[src/rtl/tank_input_pkg.sv]
// Shared types and HID key codes for the tank input decoder.
// Per-slot direction lookups are the building blocks of the top-level scan.
package tank_input_pkg;

  typedef enum logic [2:0] {
    DIR_NONE  = 3'd0,
    DIR_UP    = 3'd1,
    DIR_DOWN  = 3'd2,
    DIR_LEFT  = 3'd3,
    DIR_RIGHT = 3'd4
  } dir_t;

  typedef enum logic [1:0] {
    FIRE_READY    = 2'd0,
    FIRE_COOL     = 2'd1,
    FIRE_WAIT_REL = 2'd2
  } fire_state_t;

  localparam logic [7:0] KEY_NONE  = 8'h00;
  localparam logic [7:0] KEY_W     = 8'h1A;
  localparam logic [7:0] KEY_S     = 8'h16;
  localparam logic [7:0] KEY_A     = 8'h04;
  localparam logic [7:0] KEY_D     = 8'h07;
  localparam logic [7:0] KEY_UP    = 8'h52;
  localparam logic [7:0] KEY_DOWN  = 8'h51;
  localparam logic [7:0] KEY_LEFT  = 8'h50;
  localparam logic [7:0] KEY_RIGHT = 8'h4F;
  localparam logic [7:0] KEY_SPACE = 8'h2C;
  localparam logic [7:0] KEY_ENTER = 8'h28;
  localparam logic [7:0] KEY_R     = 8'h15;

  function automatic dir_t p1_code_dir(input logic [7:0] code);
    case (code)
      KEY_W:   return DIR_UP;
      KEY_S:   return DIR_DOWN;
      KEY_A:   return DIR_LEFT;
      KEY_D:   return DIR_RIGHT;
      default: return DIR_NONE;
    endcase
  endfunction

  function automatic dir_t p2_code_dir(input logic [7:0] code);
    case (code)
      KEY_UP:    return DIR_UP;
      KEY_DOWN:  return DIR_DOWN;
      KEY_LEFT:  return DIR_LEFT;
      KEY_RIGHT: return DIR_RIGHT;
      default:   return DIR_NONE;
    endcase
  endfunction

endpackage

[src/rtl/fire_ctrl.sv]
// Per-player fire FSM with an 8-bit frame cooldown; advances only on tick.
// Build option KEY_AUTOFIRE_EN: when defined, a held key re-fires after the cooldown.
module fire_ctrl
  import tank_input_pkg::*;
#(
  parameter logic [7:0] COOLDOWN = 8'd30
) (
  input  logic Clk,
  input  logic Reset,
  input  logic tick,
  input  logic held,
  input  logic game_over,
  output logic fire
);

  fire_state_t state;
  logic [7:0]  count;

  always_ff @(posedge Clk) begin
    if (Reset) begin
      state <= FIRE_READY;
      count <= '0;
      fire  <= 1'b0;
    end else if (tick) begin
      fire <= 1'b0;
      case (state)
        FIRE_READY: begin
          if (held && !game_over) begin
            fire  <= 1'b1;
            count <= COOLDOWN;
            state <= FIRE_COOL;
          end
        end
        FIRE_COOL: begin
          // Leaving on the tick that reaches zero makes the next shot land
          // COOLDOWN+1 frames after the previous one.
          if (count <= 8'd1) begin
            count <= '0;
`ifdef KEY_AUTOFIRE_EN
            state <= FIRE_READY;
`else
            state <= held ? FIRE_WAIT_REL : FIRE_READY;
`endif
          end else begin
            count <= count - 8'd1;
          end
        end
        FIRE_WAIT_REL: begin
          if (!held) state <= FIRE_READY;
        end
        default: state <= FIRE_READY;
      endcase
    end
  end

endmodule

[src/rtl/tank_input_decoder.sv]
// Frame-synchronous keycode decoder: per-player direction, fire and restart.
// Build option KEY_AUTOFIRE_EN selects autofire in the fire controllers.
module tank_input_decoder
  import tank_input_pkg::*;
#(
  parameter int         FIRE_COOLDOWN = 30,
  parameter logic [7:0] P1_FIRE_KEY   = KEY_SPACE,
  parameter logic [7:0] P2_FIRE_KEY   = KEY_ENTER,
  parameter logic [7:0] RESTART_KEY   = KEY_R
) (
  input  logic        Clk,
  input  logic        Reset,
  input  logic        frame_vs,
  input  logic [31:0] keycode,
  input  logic        game_over,
  output dir_t        p1_dir,
  output dir_t        p2_dir,
  output logic        p1_fire,
  output logic        p2_fire,
  output logic        restart,
  output logic        frame_tick
);

  function automatic logic key_held(input logic [31:0] kc, input logic [7:0] code);
    logic hit;
    hit = 1'b0;
    for (int i = 0; i < 4; i++) begin
      if (kc[8*i +: 8] == code) hit = 1'b1;
    end
    return hit;
  endfunction

  // Scanning from slot 3 down lets the lowest matching slot overwrite the rest.
  function automatic dir_t scan_dir(input logic [31:0] kc, input logic second);
    dir_t d;
    dir_t s;
    d = DIR_NONE;
    for (int i = 3; i >= 0; i--) begin
      s = second ? p2_code_dir(kc[8*i +: 8]) : p1_code_dir(kc[8*i +: 8]);
      if (s != DIR_NONE) d = s;
    end
    return d;
  endfunction

  logic vs_meta, vs_sync, vs_prev;
  logic restart_prev;
  logic p1_held, p2_held, restart_held;

  always_ff @(posedge Clk) begin
    if (Reset) begin
      vs_meta    <= 1'b0;
      vs_sync    <= 1'b0;
      vs_prev    <= 1'b0;
      frame_tick <= 1'b0;
    end else begin
      vs_meta    <= frame_vs;
      vs_sync    <= vs_meta;
      vs_prev    <= vs_sync;
      frame_tick <= vs_sync & ~vs_prev;
    end
  end

  assign p1_held      = key_held(keycode, P1_FIRE_KEY);
  assign p2_held      = key_held(keycode, P2_FIRE_KEY);
  assign restart_held = key_held(keycode, RESTART_KEY);

  always_ff @(posedge Clk) begin
    if (Reset) begin
      p1_dir       <= DIR_NONE;
      p2_dir       <= DIR_NONE;
      restart      <= 1'b0;
      restart_prev <= 1'b0;
    end else if (frame_tick) begin
      p1_dir       <= game_over ? DIR_NONE : scan_dir(keycode, 1'b0);
      p2_dir       <= game_over ? DIR_NONE : scan_dir(keycode, 1'b1);
      restart      <= restart_held & ~restart_prev;
      restart_prev <= restart_held;
    end
  end

  fire_ctrl #(.COOLDOWN(8'(FIRE_COOLDOWN))) u_p1_fire (
    .Clk       (Clk),
    .Reset     (Reset),
    .tick      (frame_tick),
    .held      (p1_held),
    .game_over (game_over),
    .fire      (p1_fire)
  );

  fire_ctrl #(.COOLDOWN(8'(FIRE_COOLDOWN))) u_p2_fire (
    .Clk       (Clk),
    .Reset     (Reset),
    .tick      (frame_tick),
    .held      (p2_held),
    .game_over (game_over),
    .fire      (p2_fire)
  );

endmodule
[config.mk]
export PLATFORM = sky130hd
export DESIGN_NAME = tank_input_decoder
export DESIGN_NICKNAME = d
export VERILOG_FILES = /design/src/rtl/tank_input_pkg.sv /design/src/rtl/fire_ctrl.sv /design/src/rtl/tank_input_decoder.sv
export SDC_FILE = /design/constraint.sdc
export NUM_CORES = 1
export LEC_CHECK = 0
export BUFFER_PORTS_ARGS = -buffer_cell sky130_fd_sc_hd__buf_4
export CAP_MARGIN = 20
export CORE_MARGIN = 2
export CORE_UTILIZATION = 55
export CTS_BUF_LIST = sky130_fd_sc_hd__clkbuf_8
export CTS_CLUSTER_SIZE = 20
export DETAILED_ROUTE_END_ITERATION = 10
export PLACE_DENSITY_LB_ADDON = 0.1
export SLEW_MARGIN = 20
export SYNTH_ARGS = -nofsm -noshare
export SYNTH_HDL_FRONTEND = slang
export SYNTH_SLANG_ARGS = --single-unit
export TNS_END_PERCENT = 20
[constraint.sdc]
create_clock -name Clk -period 4.2 [get_ports Clk]
set_input_delay 0.63 -clock Clk [delete_from_list [all_inputs] [get_ports Clk]]
set_output_delay 0.63 -clock Clk [all_outputs]
set_load 0.1 [all_outputs]
==> results.json, run 1 <==
{
  "synthSimpleGateAreaFrac_pct": 38.3,
  "nFillCells": 416,
  "clock-sinks": 34,
  "pin_count": 46,
  "finalHoldViolCount": 0,
  "antenna_cells": 0,
  "ys_seq_area_share_pct": 26.1,
  "htreeDepth": 2,
  "drive_gt1_share_pct": 19.3,
  "vias_per_cell": 6.25,
  "clock_latency_ns": 0.29,
  "grt-ovfl-total": 0,
  "cp_cell_sequence": "buf_4 > nor4b_1 > nand3_1 > nand4_1 > a21oi_1 > or4_1 > a21oi_1",
  "worst_pin_slew_ns": 0.943,
  "cp_slowest_cell": "or4_1",
  "synthAdderAreaFrac_pct": 1.92,
  "synth_compound_area_share_pct": 24.9,
  "critPathLaunchType": "primary input",
  "maxCapViolations": 0,
  "die_w_um": 72.9,
  "nNetsFinal": 413,
  "ctsLongestPathBuffers": 2,
  "fin_crit_ns": 2.28,
  "fin_skew_ns": 0.00655,
  "grt_pass1_wl_um": 10800,
  "core_area_um2": 4660,
  "die-area_um2": 5310,
  "ys_types": 69,
  "yosys-top-cells-count": "nor2_1, dfxtp_1, a21oi_1, nand2_1, o21ai_0",
  "syn_inst": 338,
  "place_congestion": 0.922,
  "synthArstFlopShare_pct": 0,
  "syn-num-nets": 378,
  "synth_most_common_cell": "nor2_1",
  "rsz0062_at_grt": "no",
  "crit_type": "in -> reg",
  "vias": 2677,
  "yosys.area_share.xor_xnor_pct": 2.01,
  "grt_max_degree": 31,
  "powerDensity_nw_per_um2": 225,
  "syn_avg_cell_area_um2": 7.72,
  "wire_per_inst_um": 15.3,
  "cts_tree": "yes",
  "path_clk_slew_ns": 0.08,
  "final.period_utilization_pct": 54.2,
  "critical_path.most_common_cell": "a21oi_1",
  "status": "completed",
  "antenna_found_initial": 0,
  "post-route-cell-area_um2": 3010,
  "hold_class": "reg -> reg",
  "irDropWorstVdd_uv": 123,
  "synth-main-ff-cell": "dfxtp_1",
  "max_freq_mhz": 440,
  "drtIter0Drc": 205,
  "muxShareOfSynthArea_pct": 1.53,
  "placed_area_um2": 2920,
  "yosysTopAreaCellShare_pct": 26.1,
  "numPortBuffers": 45,
  "synth_top_family_by_area": "simple AND/OR/NAND/NOR gates",
  "endpoint_kind": "register",
  "num_rows": 25,
  "multi_input_area_um2": 1790,
  "crit_path_max_fanout": 14,
  "post_cts_buffers": 0,
  "synth_largest_area_cell": "dfxtp_1",
  "required_ns": 4.42,
  "hold_buffers": 0,
  "synth-seq-cells": 34,
  "syn_to_final_growth_pct": 15.4,
  "yosys-top-cells-area": "dfxtp_1, nor2_1, nor2b_1",
  "firstDrtPassIters": 4,
  "syn_area_um2": 2610,
  "cts_resized": 0,
  "final.setup.tns_ns": 0,
  "worst-path-buf-inv": 1,
  "cts_root_buf": "clkbuf_8",
  "cellLeakagePower_uw": 0.00109,
  "numCtsBuffers": 5,
  "dp_hpwl_um": 4850,
  "grt_pass1_vias": 2304,
  "synth_warnings": 0,
  "fin_cells": 428,
  "start_util_pct": 56.0,
  "drc": 0,
  "arrival_ns": 2.50,
  "regArea_um2": 681,
  "grt.total_usage_pct": 25.3,
  "critPathTopFamily": "simple AND/OR/NAND/NOR gates",
  "final_core_util_pct": 64.6,
  "place_inst": 420,
  "cpPeakStageDelay_ns": 0.55,
  "ant_nets": 0,
  "drv_slew": 0,
  "synth_edf_count": 0,
  "die_y_um": 72.9,
  "setup_viol": 0,
  "slew_headroom_pct": 37.1,
  "wl_um": 6540
}
==> cell usage in the layout, fill, tap and decap left out, types with 8 or more instances in the layout <==
cell type,instances
nor2b_1,21
nor2_1,39
nand2b_1,11
nand4_1,10
o21ai_0,22
dfxtp_1,34
a21oi_1,24
inv_1,8
nand2_1,22
nor4_1,12
buf_4,46
==> cell families after synthesis <==
kind of cell,count (synthesis)
AND/OR/NAND/NOR,171
XOR/XNOR,6
flip-flops,34
adder cells (fa/ha/maj),4
multiplexers,4
buffers and inverters,26
AO/OA/AOI/OAI,93
==> sequential cells by signal (all words and copies together) (netlist names) <==
signal,cells
vs_prev,1
p2_dir,3
restart_prev,1
u_p2_fire.state,2
u_p2_fire.fire,1
vs_meta,1
u_p1_fire.count,8
u_p2_fire.count,8
frame_tick,1
vs_sync,1
p1_dir,3
u_p1_fire.fire,1
u_p1_fire.state,2
restart,1
==> path summary, 6_finish.rpt <==
check	startpoint	to	slack, ns	depth (start not counted)
setup / recovery	keycode[12]	u_p2_fire.count[5]$_SDFFE_PP0P_	1.92	7
setup reg to reg	u_p2_fire.count[5]$_SDFFE_PP0P_	u_p2_fire.count[1]$_SDFFE_PP0P_	2.12	6
hold reg to reg	vs_prev$_SDFF_PP0_	frame_tick$_SDFF_PP0_	0.39	1
hold / removal	vs_prev$_SDFF_PP0_	frame_tick$_SDFF_PP0_	0.39	1
==> final cells by class <==
type                    instances  area share (%)
multi-input cells             278            59.5
flip-flops and latches         34            22.6
repair buffers                 46            11.5
clock buffers                   6            2.74
well taps                      54            2.24
inverters                       8           0.998
clock inverters                 2           0.416
==> metrics by stage <==
stage / worst slack, ns / total power [uW] / hold WS [ns]
floorplan: 1.97 / 386 / 0.367
global placement: 1.72 / 428 / 0.371
detailed placement: 1.67 / 429 / 0.376
CTS: 1.96 / 681 / 0.395
global route: 1.75 / 702 / 0.410
finish: 1.92 / 679 / 0.395
==> power breakdown <==
group	switching [uW]	internal, uW
sequential	1.08	324
combinational	56.5	42.0
clock	124	132
==> per-layer routing <==
metal	GRT usage, %	vias up	part of all wire [%]
li1	-	1334	-
met1	35.0	1249	45
met2	40.4	82	48
met3	3.59	12	4.8
met4	8.44	0	2.0
met5	0	-	0
Note: power is estimated with default switching activity, not from simulation.
==> inputs of run 2 (changes only) <==
Clock period 4.2 ns to 2.3 ns, I/O delays scaled along.
==> results.json, run 2 (same netlist as run 1, synthesis figures left out) <==
{
  "die_y_um": 72.9,
  "crit_path_max_fanout": 9,
  "layout_commonest_cell": "buf_4",
  "cts_resized": 0,
  "reg2reg_from": "u_p1_fire.count[0]$_SDFFE_PP0P_",
  "final.period_utilization_pct": 86.7,
  "num_rows": 25,
  "cp_cell_sequence": "inv_1 > ha_1 > nor2_1 > nor3b_2 > or3b_1 > a221o_1 > nor2_1",
  "worst_pin_slew_ns": 0.601,
  "drc": 0,
  "antenna_cells": 0,
  "firstDrtPassIters": 4,
  "syn_to_final_growth_pct": 16.7,
  "vias": 2728,
  "antenna_found_initial": 0,
  "clock-sinks": 34,
  "numPortBuffers": 45,
  "rsz0062_at_grt": "no",
  "fin_crit_ns": 1.99,
  "ant_nets": 0,
  "critical_path.most_common_cell": "nor2_1",
  "path_clk_slew_ns": 0.07,
  "cts_tree": "yes",
  "grt_max_degree": 31,
  "worstHoldPathCells": 2,
  "required_ns": 2.52,
  "cp_slowest_cell": "dfxtp_1",
  "fin_cells": 433,
  "critPathLaunchType": "register",
  "nNetsFinal": 418,
  "drv_slew": 0,
  "ctsLongestPathBuffers": 2,
  "cts_root_buf": "clkbuf_8",
  "grt-ovfl-total": 0,
  "hold_buffers": 0,
  "drive_gt1_share_pct": 20.1,
  "wl_um": 6580,
  "hold_class": "in -> reg",
  "min-delay-start": "frame_vs",
  "place_congestion": 0.961,
  "status": "completed",
  "wire_per_inst_um": 15.2,
  "hold_end": "vs_meta$_SDFF_PP0_",
  "irDropWorstVdd_uv": 210,
  "drtIter0Drc": 124,
  "clock_latency_ns": 0.28,
  "start_util_pct": 56.0,
  "numCtsBuffers": 5,
  "reg2regPathDepth": 7,
  "die_w_um": 72.9,
  "pin_count": 46,
  "fin_skew_ns": 0.00446,
  "die-area_um2": 5310,
  "max_freq_mhz": 501,
  "dp_hpwl_um": 5000,
  "crit_type": "reg -> reg",
  "slew_headroom_pct": 59.9,
  "endpoint_kind": "register",
  "layout_common_cells": "buf_4, nor2_1, dfxtp_1, a21oi_1",
  "biggestRegsByFlops": "u_p1_fire.count: 8 flops, u_p2_fire.count: 8 flops",
  "grt_pass1_vias": 2408,
  "vias_per_cell": 6.30,
  "core_area_um2": 4660,
  "maxCapViolations": 0,
  "cellLeakagePower_uw": 0.00112,
  "rrSetupSlack_ns": 0.31,
  "powerDensity_nw_per_um2": 402,
  "arrival_ns": 2.22,
  "post_cts_buffers": 0,
  "cpPeakStageDelay_ns": 0.45,
  "grt_pass1_wl_um": 10800,
  "rr_endpoint": "u_p1_fire.count[5]$_SDFFE_PP0P_",
  "place_inst": 425,
  "grt.total_usage_pct": 25.4,
  "finalHoldViolCount": 0,
  "final.setup.tns_ns": 0,
  "htreeDepth": 2,
  "setup_viol": 0
}
## run 2: changes by cell type in the layout (fill, tap and decap cells not counted), sizes merged
cell | previous run | this run
clkinvlp | 1 | 0
inv | 8 | 9
buf | 46 | 51
## run 2: routing by layer
layer	GRT usage, %	vias up	routed length [um]
met3	3.31	9	368
met1	34.1	1286	2940
met2	42.2	84	3190
met4	7.82	0	91
li1	-	1349	-
met5	0	-	0
## run 2: worst max-delay path by stage
stage | cells after the start | start | slack, ns | to
after floorplan | 7 | frame_tick$_SDFF_PP0_ | 0.07 | u_p1_fire.count[0]$_SDFFE_PP0P_
after detailed placement | 7 | keycode[12] | 0.20 | u_p2_fire.count[6]$_SDFFE_PP0P_
after CTS | 7 | u_p1_fire.count[0]$_SDFFE_PP0P_ | 0.31 | u_p1_fire.count[7]$_SDFFE_PP0P_
after global routing | 7 | u_p1_fire.count[0]$_SDFFE_PP0P_ | 0.11 | u_p1_fire.count[7]$_SDFFE_PP0P_
final | 7 | u_p1_fire.count[0]$_SDFFE_PP0P_ | 0.31 | u_p1_fire.count[5]$_SDFFE_PP0P_
after global placement | 7 | keycode[12] | 0.24 | u_p2_fire.count[6]$_SDFFE_PP0P_
## run 2: through the flow
| stage | setup WS [ns] | cell area, um2 | hold slack (ns) | utilization (%) | power [uW] |
|---|---|---|---|---|---|
| CTS | 0.305 | 3040 | 0.304 | 65.3 | 1230 |
| floorplan | 0.0675 | 2610 | 0.367 | - | 705 |
| global route | 0.106 | 3040 | 0.295 | 65.3 | 1280 |
| global placement | 0.242 | 2950 | 0.371 | 63.4 | 784 |
| finish | 0.306 | 3040 | 0.298 | 65.3 | 1220 |
| detailed placement | 0.196 | 2950 | 0.378 | 63.4 | 786 |
## run 2: where the power goes
part | switching (uW) | leakage (uW) | internal, uW
logic | 104 | 0.000793 | 78.1
clock network | 212 | 0.0000524 | 237
registers | 2.03 | 0.000274 | 591
total | 318 | 0.00112 | 907
## run 2: layout make-up
cell class | count | area, um2
Clock buffer | 6 | 82.6
Clock inverter | 2 | 8.76
Fill cell | 439 | 1620
Inverter | 8 | 30.0
Multi-Input combinational cell | 278 | 1790
Sequential cell | 34 | 681
Tap cell | 54 | 67.6
Timing Repair Buffer | 51 | 383
## run 2: critical path: cells and delay by family, from the launching register on
kind,cells,cell delay (ns)
adders and majority gates,1,0.29
DFF,1,0.45
AOI/OAI and AO/OA,1,0.38
buffers and inverters,1,0.08
and+or+nand+nor,4,0.73
==> inputs of run 3 (changes only) <==
--- a/config.mk
+++ b/config.mk
@@ -6,5 +6,4 @@
 export NUM_CORES = 1
 export LEC_CHECK = 0
-export BUFFER_PORTS_ARGS = -buffer_cell sky130_fd_sc_hd__buf_4
 export CAP_MARGIN = 20
 export CORE_MARGIN = 2
@@ -13,4 +12,5 @@
 export CTS_CLUSTER_SIZE = 20
 export DETAILED_ROUTE_END_ITERATION = 10
+export DONT_BUFFER_PORTS = 1
 export PLACE_DENSITY_LB_ADDON = 0.1
 export SLEW_MARGIN = 20
==> constraint.sdc (replaced) <==
create_clock -name Clk -period 2.3 [get_ports Clk]
set_input_delay 0.115 -clock Clk [delete_from_list [all_inputs] [get_ports Clk]]
set_output_delay 0.115 -clock Clk [all_outputs]
set_load 0.1 [all_outputs]
==> results.json, run 3 (same netlist as run 1, synthesis figures left out) <==
{
  "status": "completed",
  "final.setup.tns_ns": 0,
  "cp_slowest_cell": "dfxtp_1",
  "htreeDepth": 2,
  "hold_buffers": 2,
  "rsz0062_at_grt": "no",
  "grt-ovfl-total": 0,
  "place_congestion": 0.844,
  "cp_cell_sequence": "inv_1 > ha_1 > nor2_1 > nor3b_2 > or3b_1 > a221o_1 > nor2_1",
  "nFillCells": 458,
  "ant_nets": 0,
  "powerDensity_nw_per_um2": 409,
  "maxCapViolations": 0,
  "die_y_um": 72.9,
  "fin_cells": 398,
  "post_cts_buffers": 0,
  "drtIter0Drc": 133,
  "start_util_pct": 56.0,
  "drive_gt1_share_pct": 11.3,
  "final.period_utilization_pct": 86.8,
  "slew_headroom_pct": 31.3,
  "nNetsFinal": 383,
  "critical_path.most_common_cell": "nor2_1",
  "die_w_um": 72.9,
  "antenna_found_initial": 0,
  "firstDrtPassIters": 4,
  "setup_viol": 0,
  "vias": 2524,
  "drc": 0,
  "core_area_um2": 4660,
  "die-area_um2": 5310,
  "numCtsBuffers": 5,
  "final_core_util_pct": 59.8,
  "max_freq_mhz": 501,
  "worst_pin_slew_ns": 1.03,
  "clock_latency_ns": 0.28,
  "cts_tree": "yes",
  "grt_pass1_vias": 2320,
  "endpoint_kind": "register",
  "cts_root_buf": "clkbuf_8",
  "path_clk_slew_ns": 0.07,
  "crit_type": "reg -> reg",
  "place_inst": 388,
  "grt_max_degree": 26,
  "cellLeakagePower_uw": 0.000949,
  "biggestRegsByFlops": "u_p1_fire.count: 8 flops, u_p2_fire.count: 8 flops",
  "drv_slew": 0,
  "fin_crit_ns": 2.00,
  "grt.total_usage_pct": 24.8,
  "clock-sinks": 34,
  "critPathLaunchType": "register",
  "vias_per_cell": 6.34,
  "dp_hpwl_um": 4730,
  "grt_pass1_wl_um": 10500,
  "finalHoldViolCount": 0,
  "numPortBuffers": 0,
  "crit_path_max_fanout": 9,
  "wl_um": 6310,
  "antenna_cells": 0,
  "hold_class": "in -> reg",
  "irDropWorstVdd_uv": 202,
  "syn_to_final_growth_pct": 6.81,
  "required_ns": 2.52,
  "pin_count": 46,
  "timing.hold.ws_ns": 0.00783,
  "wire_per_inst_um": 15.9,
  "cts_resized": 0,
  "num_rows": 25,
  "fin_skew_ns": 0.00554,
  "arrival_ns": 2.22,
  "layout_commonest_cell": "nor2_1",
  "cpPeakStageDelay_ns": 0.44,
  "ctsLongestPathBuffers": 2,
  "layout_common_cells": "nor2_1, dfxtp_1, a21oi_1, nand2_1, o21ai_0"
}
run 3: changes by cell type in the layout (fill, tap and decap cells not counted):
| cell | previous run | this run |
|---|---|---|
| buf_4 | 51 | 14 |
| dlygate4sd3_1 | 0 | 2 |
run 3: cell type report:
| cell class | count | area (um2) | share of cell area [%] |
|---|---|---|---|
| clock inverter | 2 | 8.76 | 0.314 |
| tap | 54 | 67.6 | 2.42 |
| multi-input combinational | 278 | 1790 | 64.3 |
| inverter | 8 | 30.0 | 1.08 |
| timing repair buffer | 16 | 125 | 4.49 |
| clock buffer | 6 | 82.6 | 2.96 |
| sequential | 34 | 681 | 24.4 |
run 3: metal layers:
| layer | wire (um) | track usage, % | part of all wire (%) | vias up |
|---|---|---|---|---|
| met5 | 0 | 0 | 0 | - |
| met4 | 160 | 8.85 | 2.5 | 0 |
| met3 | 301 | 6.63 | 4.8 | 14 |
| met2 | 2880 | 38.8 | 46 | 60 |
| met1 | 2970 | 32.9 | 47 | 1172 |
| li1 | - | - | - | 1278 |
run 3: stage by stage:
| step | total power, uW | area, um2 | setup slack, ns |
|---|---|---|---|
| final | 1140 | 2790 | 0.303 |
| after global routing | 1190 | 2790 | 0.161 |
| after CTS | 1150 | 2790 | 0.295 |
| after detailed placement | 691 | 2680 | 0.316 |
| after global placement | 690 | 2680 | 0.417 |
| after floorplan | 705 | 2610 | 0.0675 |
run 3: final timing paths:
kind         cells past startpoint                         endpoint  slack (ns)                       startpoint
max                              7  u_p1_fire.count[7]$_SDFFE_PP0P_        0.30  u_p1_fire.count[0]$_SDFFE_PP0P_
min                              3  u_p1_fire.count[2]$_SDFFE_PP0P_       0.008                            Reset
max reg2reg                      7  u_p1_fire.count[7]$_SDFFE_PP0P_        0.30  u_p1_fire.count[0]$_SDFFE_PP0P_
min reg2reg                      1            frame_tick$_SDFF_PP0_        0.38               vs_prev$_SDFF_PP0_
run 3: worst max-delay path: cells and delay by family (launching register included):
family / cells / cell delay (ns)
and+or+nand+nor: 4 / 0.77
DFF: 1 / 0.44
AOI/OAI and AO/OA: 1 / 0.38
adders and majority gates: 1 / 0.28
buffers and inverters: 1 / 0.07
run 3: where the power goes:
| group | switching (uW) | leakage, uW | internal (uW) |
|---|---|---|---|
| clock network | 215 | 0.0000524 | 237 |
| registers | 1.47 | 0.000274 | 591 |
| logic | 54.0 | 0.000623 | 41.4 |
